===== src/rtl/uart_byte_rx.sv =====
`default_nettype none
// ============================================================================
// Module   : uart_byte_rx
// Brief    : 8N1 UART receiver with centre sampling, framing-error strobe and
//            break hold-off. Optional macro UART_RX_MAJORITY_EN enables a
//            2-of-3 majority vote around each sample point.
// Revision : 1.0 - initial release
// ============================================================================
module uart_byte_rx #(
    parameter int CLK_FREQ = 50_000_000,
    parameter int BAUD     = 115200
) (
    input  logic       sys_clk,
    input  logic       sys_rst_n,
    input  logic       uart_rxd,
    output logic [7:0] rx_data,
    output logic       rx_valid,
    output logic       rx_frame_err,
    output logic       rx_busy
);

    localparam int BIT_CNT  = CLK_FREQ / BAUD;
    localparam int HALF_CNT = BIT_CNT / 2;
    localparam int CNT_W    = ($clog2(BIT_CNT) < 9) ? 9 : $clog2(BIT_CNT);
`ifdef UART_RX_MAJORITY_EN
    localparam int DEC_LAG  = 1;
`else
    localparam int DEC_LAG  = 0;
`endif
    // START decides one cycle late with voting; later bits keep a full-bit
    // period, so the whole sampling grid slides by that one cycle.
    localparam logic [CNT_W-1:0] c_START_DEC = CNT_W'(HALF_CNT - 1 + DEC_LAG);
    localparam logic [CNT_W-1:0] c_BIT_DEC   = CNT_W'(BIT_CNT - 1);

    localparam logic [2:0] c_IDLE      = 3'd0;
    localparam logic [2:0] c_START     = 3'd1;
    localparam logic [2:0] c_DATA      = 3'd2;
    localparam logic [2:0] c_STOP      = 3'd3;
    localparam logic [2:0] c_WAIT_IDLE = 3'd4;

    logic             r_sync1;
    logic             r_sync2;
    logic             r_prev;
    logic [2:0]       r_state;
    logic [2:0]       w_state_nxt;
    logic [CNT_W-1:0] r_cnt;
    logic [2:0]       r_bit_idx;
    logic [7:0]       r_shreg;
    logic [7:0]       r_rx_data;
    logic             r_rx_valid;
    logic             r_rx_frame_err;
    logic             w_line;
    logic             w_fall;
    logic             w_start_hit;
    logic             w_bit_hit;
    logic             w_shift_en;
    logic             w_load;
    logic             w_ferr;
    logic             w_busy;

    always_ff @(posedge sys_clk or negedge sys_rst_n) begin
        if (!sys_rst_n) begin
            r_sync1 <= 1'b1;
            r_sync2 <= 1'b1;
            r_prev  <= 1'b1;
        end else begin
            r_sync1 <= uart_rxd;
            r_sync2 <= r_sync1;
            r_prev  <= r_sync2;
        end
    end

`ifdef UART_RX_MAJORITY_EN
    logic [1:0] r_hist;

    always_ff @(posedge sys_clk or negedge sys_rst_n) begin
        if (!sys_rst_n) begin
            r_hist <= 2'b11;
        end else begin
            r_hist <= {r_hist[0], r_sync2};
        end
    end

    assign w_line = (r_hist[1] & r_hist[0]) | (r_hist[1] & r_sync2) | (r_hist[0] & r_sync2);
`else
    assign w_line = r_sync2;
`endif

    assign w_fall      = r_prev & ~r_sync2;
    assign w_start_hit = (r_cnt == c_START_DEC);
    assign w_bit_hit   = (r_cnt == c_BIT_DEC);

    always_ff @(posedge sys_clk or negedge sys_rst_n) begin
        if (!sys_rst_n) begin
            r_state <= c_IDLE;
        end else begin
            r_state <= w_state_nxt;
        end
    end

    always_comb begin
        w_state_nxt = r_state;
        case (r_state)
            c_IDLE: begin
                if (w_fall) w_state_nxt = c_START;
            end
            c_START: begin
                if (w_start_hit) w_state_nxt = w_line ? c_IDLE : c_DATA;
            end
            c_DATA: begin
                if (w_bit_hit && (r_bit_idx == 3'd7)) w_state_nxt = c_STOP;
            end
            c_STOP: begin
                // Leaving at the stop centre allows zero-gap back-to-back frames.
                if (w_bit_hit) w_state_nxt = w_line ? c_IDLE : c_WAIT_IDLE;
            end
            c_WAIT_IDLE: begin
                if (r_sync2) w_state_nxt = c_IDLE;
            end
            default: w_state_nxt = c_IDLE;
        endcase
    end

    always_comb begin
        w_shift_en = (r_state == c_DATA) && w_bit_hit;
        w_load     = (r_state == c_STOP) && w_bit_hit && w_line;
        w_ferr     = (r_state == c_STOP) && w_bit_hit && !w_line;
        w_busy     = (r_state != c_IDLE);
    end

    always_ff @(posedge sys_clk or negedge sys_rst_n) begin
        if (!sys_rst_n) begin
            r_cnt          <= '0;
            r_bit_idx      <= 3'd0;
            r_shreg        <= 8'h00;
            r_rx_data      <= 8'h00;
            r_rx_valid     <= 1'b0;
            r_rx_frame_err <= 1'b0;
        end else begin
            if (w_state_nxt != r_state) begin
                r_cnt <= '0;
            end else if (w_shift_en) begin
                r_cnt <= '0;
            end else if ((r_state == c_START) || (r_state == c_DATA) || (r_state == c_STOP)) begin
                r_cnt <= r_cnt + 1'b1;
            end else begin
                r_cnt <= '0;
            end

            if (r_state == c_START) begin
                r_bit_idx <= 3'd0;
            end else if (w_shift_en) begin
                r_bit_idx <= r_bit_idx + 3'd1;
            end

            if (w_shift_en) begin
                r_shreg[r_bit_idx] <= w_line;
            end

            if (w_load) begin
                r_rx_data <= r_shreg;
            end
            r_rx_valid     <= w_load;
            r_rx_frame_err <= w_ferr;
        end
    end

    assign rx_data      = r_rx_data;
    assign rx_valid     = r_rx_valid;
    assign rx_frame_err = r_rx_frame_err;
    assign rx_busy      = w_busy;

endmodule
`default_nettype wire


===== config.mk =====
export PLATFORM = sky130hd
export DESIGN_NAME = uart_byte_rx
export DESIGN_NICKNAME = d
export VERILOG_FILES = /design/src/rtl/uart_byte_rx.sv
export SDC_FILE = /design/constraint.sdc
export NUM_CORES = 1
export LEC_CHECK = 0
export CAP_MARGIN = 20
export CELL_PAD_IN_SITES_DETAIL_PLACEMENT = 1
export CELL_PAD_IN_SITES_GLOBAL_PLACEMENT = 1
export CORE_ASPECT_RATIO = 1.1
export CORE_MARGIN = 1
export CORE_UTILIZATION = 45
export DETAILED_ROUTE_END_ITERATION = 8
export PLACE_DENSITY = 0.88
export SLEW_MARGIN = 20
export SYNTH_ARGS = -nofsm -noshare
export SYNTH_HDL_FRONTEND = slang
export SYNTH_SLANG_ARGS = --single-unit

===== constraint.sdc =====
create_clock -name sys_clk -period 2.2 [get_ports sys_clk]
set_clock_uncertainty 0.1 [all_clocks]
set_input_delay 0.22 -clock sys_clk [delete_from_list [all_inputs] [get_ports sys_clk]]
set_output_delay 0.22 -clock sys_clk [all_outputs]
set_load 0.05 [all_outputs]

# Word level (Yosys, flattened, before mapping)
# Cells that the tools add are included.
dict set report classes {
  bitwise 2
  n_addsub 2
  n_lt_le_gt_ge 2
  reduce_logical 12
  n_mux 16
  eq_ne 8
}
# op n
set op_table {}
lappend op_table {{9-bit 2-to-1 mux} 3}
lappend op_table {{3-bit 2-to-1 mux} 8}
lappend op_table {{3-bit one-hot mux with 5 select lines} 1}
lappend op_table {{9-bit by 1-bit adder with 9-bit output (second input constant)} 1}
lappend op_table {{9-bit by 8-bit equality test with 1-bit output (second input constant)} 1}
lappend op_table {{9-bit equality test (second input constant)} 1}
lappend op_table {{8-bit bitwise mux} 1}
lappend op_table {{3-bit by 2-bit equality test with 1-bit output (second input constant)} 2}
lappend op_table {{3-bit equality test (second input constant)} 2}
lappend op_table {{1-bit logical AND} 6}
lappend op_table {{3-bit by 4-bit < comparator with 1-bit output (second input constant)} 1}
lappend op_table {{3-bit by 1-bit adder with 3-bit output (second input constant)} 1}
lappend op_table {{1-bit demux with 3-bit select} 1}
lappend op_table {{3-bit by 1-bit equality test with 1-bit output (second input constant)} 1}
lappend op_table {{3-bit by 1-bit greater-or-equal comparator with 1-bit output (second input constant)} 1}
lappend op_table {{3-bit logical NOT} 1}
lappend op_table {{3-bit != test} 1}
lappend op_table {{3-bit nonzero test} 1}
lappend op_table {{1-bit logical OR} 2}
lappend op_table {{2-bit 2-to-1 mux} 1}
lappend op_table {{2-bit nonzero test} 1}
lappend op_table {{1-bit bitwise AND} 1}
lappend op_table {{1-bit logical NOT} 1}
lappend op_table {{1-bit 2-to-1 mux} 1}
lappend op_table {{1-bit inverter} 1}
dict set report word_totals {
  ff_bits 36
  inputBits 3
}

# Logic depth before layout (Yosys ltp)
dict set report depth {
  ltp_word 6
  ltp_mapped 7
}

# Worst setup path before layout
# OpenSTA, ideal clock, no wires.
dict set report synth_timing {
  path_kind {register -> register}
  startpoint {register r_cnt[1]}
  endpoint {register r_shreg[0]}
  setup_slack_ns 0.255
  stages_incl_launch_ff 7
  t_arrival_ns 1.720
  cell_sequence {dfrtp_1 -> inv_1 -> ha_1 -> and4bb_2 -> nand4_1 -> nor4b_1 -> mux2_2}
}
dict set report synth_via {
  elab_chain_cells 2
}
# item line_no
set synth_rtl {}
lappend synth_rtl {{from (decl)} 46} ;# logic [CNT_W-1:0] r_cnt;
lappend synth_rtl {{from (signal assigned)} 145} ;# r_cnt <= r_cnt + 1'b1;
lappend synth_rtl {{9-bit equality test} 91} ;# assign w_bit_hit = (r_cnt == c_BIT_DEC);
lappend synth_rtl {{1-bit logical AND} 125} ;# w_shift_en = (r_state == c_DATA) && w_bit_hit;
lappend synth_rtl {{to (signal, indexed assignment)} 157} ;# r_shreg[r_bit_idx] <= w_line;
lappend synth_rtl {{to (decl)} 48} ;# logic [7:0] r_shreg;
# Every way passes these cells.
# A chain may end at the register's enable or synchronous reset.

# Worst setup path after layout
dict set report layout_timing {
  startpoint {register r_cnt[1]}
  endpoint {register r_rx_data[0] (netlist: rx_data[0])}
}
dict set report layout_via {
  elab_chain_cells 3
}
# item line_no
set layout_rtl {}
lappend layout_rtl {{9-bit equality test} 91}
lappend layout_rtl {{1-bit logical AND (2 in a row)} 126} ;# w_load = (r_state == c_STOP) && w_bit_hit && w_line;
lappend layout_rtl {{to (signal assigned)} 161} ;# r_rx_data <= r_shreg;
lappend layout_rtl {{to (decl)} 49} ;# logic [7:0] r_rx_data;
# Every way passes these cells.

==> flow_summary.json <==
{
  "p_switching_w": 0.0003851,
  "pwr_density_cell_nw_per_um2": 736.7,
  "crit_type": "flop to flop",
  "status": "finished clean",
  "power.leakage_nw": 0.9037,
  "antennaDiodeCount": 0,
  "synth_cells": 149,
  "hold_buffers": 0,
  "drc_errors": 0,
  "setup_viol": 0,
  "synth-seq-cells": 36,
  "synth_edf_count": 0,
  "clkLatencyLatePin_ns": 0.29,
  "yosysSeqAreaShare_pct": 53.04,
  "via_per_inst": 5.493,
  "path_clk_slew_ns": 0.07,
  "clockPowerShare_pct": 37.7,
  "p_seq_share_pct": 49.9,
  "route.detailed.wl_per_inst_um": 16.32,
  "period_share_pct": 94.75,
  "swShare_pct": 25.61,
  "combPwrFrac_pct": 12.4,
  "endpoint_kind": "flop",
  "syn_nets": 157,
  "avgSynthCellArea_um2": 11.45,
  "yosysUniqueCellTypes": 34,
  "path_delay_family": "simple AND/OR/NAND/NOR gates",
  "track_usage_pct": 20.64,
  "overflow": 0,
  "crit_path_max_incr_delay_ns": 0.40,
  "rows": 23,
  "grt_start_max_net_pins": 37,
  "fin_nets": 176,
  "worstSetupStartpointType": "flop",
  "r2r_start": "r_cnt[1]",
  "fmax_ghz": 0.4797,
  "firstDrtPassIters": 4,
  "path_buf_inv": 2,
  "multi_input_area_um2": 760.7,
  "worst-slew-pin-transition_ns": 0.5082,
  "fin_crit_ns": 2.085,
  "cts_sinks": 36,
  "synth_top_area_share_pct": 48.42,
  "routed_wirelength_mm": 3.575,
  "maxCapViolations": 0,
  "synth_common_cells": "dfrtp_1, mux2_2, nand2_1, nor2_1, nor3_1",
  "cp.required_ns": 2.28,
  "ir_worst_vdd_mv": 0.4159,
  "synth_top_flop_cell": "dfrtp_1",
  "clock_path_buffers": 2,
  "stdcell_count": 219,
  "syn_area_um2": 1705,
  "antenna_found_initial": 0,
  "synthTopCellsByArea": "dfrtp_1, mux2_2, dfstp_2",
  "crit_path_max_fanout": 9,
  "place.gp.congestion": 0.7861,
  "min_from": "uart_rxd",
  "cts_buffers": 5,
  "die_area_um2": 4040,
  "hold_viol": 0,
  "critPathLaunch": "r_cnt[1]",
  "min_path_type": "primary input to flop",
  "fill_cells": 405,
  "place.detailed.hpwl_mm": 2.533,
  "finalMaxSlewViolations": 0,
  "internal_power_w": 0.001118,
  "core_um2": 3626,
  "die_height_um": 66.57,
  "synth_top_area_cell": "dfrtp_1",
  "grt_pass1_vias": 1208,
  "ios": 14,
  "cts_tree": "built",
  "grt_pass1_wl_mm": 5.858,
  "die_w_um": 60.70,
  "drive_gt1_share_pct": 23.08,
  "htree_levels": 2,
  "drtIter0Drc": 55,
  "ant_nets": 0,
  "crit_chain": "inv_1 > ha_1 > and4bb_2 > and2_1 > and3_1 > buf_12 > mux2_2",
  "seqCellArea_um2": 904.6,
  "num_vias": 1203,
  "synthArstFlopShare_pct": 100.0,
  "root_buffer": "clkbuf_8",
  "area_growth_pct": 19.66,
  "worstPathArrival_ns": 2.16,
  "crit_slowest_cell": "dfrtp_1",
  "finalSetupTns_ns": 0,
  "ys_warn_count": 0,
  "dp_cells": 210,
  "portBuffers": 13,
  "initial_utilization_pct": 47.03,
  "synthMostInstantiatedCell": "dfrtp_1",
  "slew_headroom_pct": 66.02
}
power by group through the flow:
stage / sequential [W] / clock, W / combinational, W
after floorplan: 0.000742 / 0 / 0.000126
after global placement: 0.000756 / 0 / 0.000175
after detailed placement: 0.000763 / 0 / 0.000189
after CTS: 0.000751 / 0.000580 / 0.000191
after global routing: 0.000757 / 0.000600 / 0.000210
final: 0.000751 / 0.000566 / 0.000186
sequential cells by signal (all words and copies together) (netlist names):
name          count
r_cnt             9
r_shreg           8
rx_data           8
r_bit_idx         3
r_state           3
r_prev            1
r_sync1           1
r_sync2           1
rx_frame_err      1
rx_valid          1
worst paths after layout:
check | endpoint | slack, ns | cells past startpoint
min in group asynchronous | r_state[1] | 0.25 | 2
max | rx_data[0] | 0.12 | 7
min | r_sync1 | 0.23 | 1
max reg2reg | rx_data[0] | 0.12 | 7
min reg2reg | r_sync2 | 0.26 | 0
max in group asynchronous | r_sync2 | 1.41 | 2
cell type report:
type / instances / area share, %
Sequential cell: 36 / 44.33
Multi-Input combinational cell: 102 / 37.28
Timing Repair Buffer: 20 / 9.503
Clock buffer: 6 / 3.556
Tap cell: 50 / 3.066
Clock inverter: 2 / 1.717
Inverter: 3 / 0.5518
per-layer routing:
| metal | part of all wire [%] | GRT usage, % | wire length [µm] | up-vias |
|---|---|---|---|---|
| li1 | - | - | - | 562 |
| met1 | 41 | 24.75 | 1477 | 616 |
| met2 | 53 | 32.55 | 1888 | 18 |
| met3 | 3.3 | 6.408 | 117 | 7 |
| met4 | 2.5 | 11.08 | 91 | 0 |
| met5 | 0 | 0 | 0 | - |
through the flow:
step	instance area (µm²)	utilization (%)	power (W)	hold slack (ns)	worst slack, ns
after floorplan	1705	-	0.0008686	-0.1756	0.2555
after global placement	1914	52.80	0.0009309	0.2473	0.1604
after detailed placement	1914	52.80	0.0009522	0.2491	0.02202
after CTS	2021	55.73	0.001522	0.2286	0.01343
after global routing	2041	56.28	0.001567	0.2282	-0.002891
final	2041	56.28	0.001503	0.2339	0.1155
what timing repair did:
action | CTS | global route
setup buffers | 0 | 1
endpoints found under the setup margin | 1 | 4
pin swaps | 0 | 1
resized for setup | 1 | 2
cell families after synthesis:
group | synth area share (%)
and+or+nand+nor | 21.28
DFF | 53.04
muxes | 10.56
AOI/OAI and AO/OA | 4.255
buffers and inverters | 3.081
xor gates and xnor gates | 4.109
adders and majority gates | 3.668
layout by cell type, fill, tap and decap left out, types with 2 or more instances in the layout:
master / instances
clkdlybuf4s50_1: 12
inv_1: 3
dfrtp_1: 33
and2_1: 2
nand2_1: 13
nor3_1: 10
nand3_1: 3
a21oi_1: 6
clkbuf_8: 5
nand4_1: 4
ha_1: 5
xor2_1: 2
and4b_1: 4
mux2_2: 15
a211oi_1: 2
dfstp_2: 3
nor2_1: 10
buf_4: 6
xnor2_1: 6
nor3b_1: 3
nor4b_2: 2
and4bb_2: 2
No activity file was read; power rests on OpenSTA's default activity.
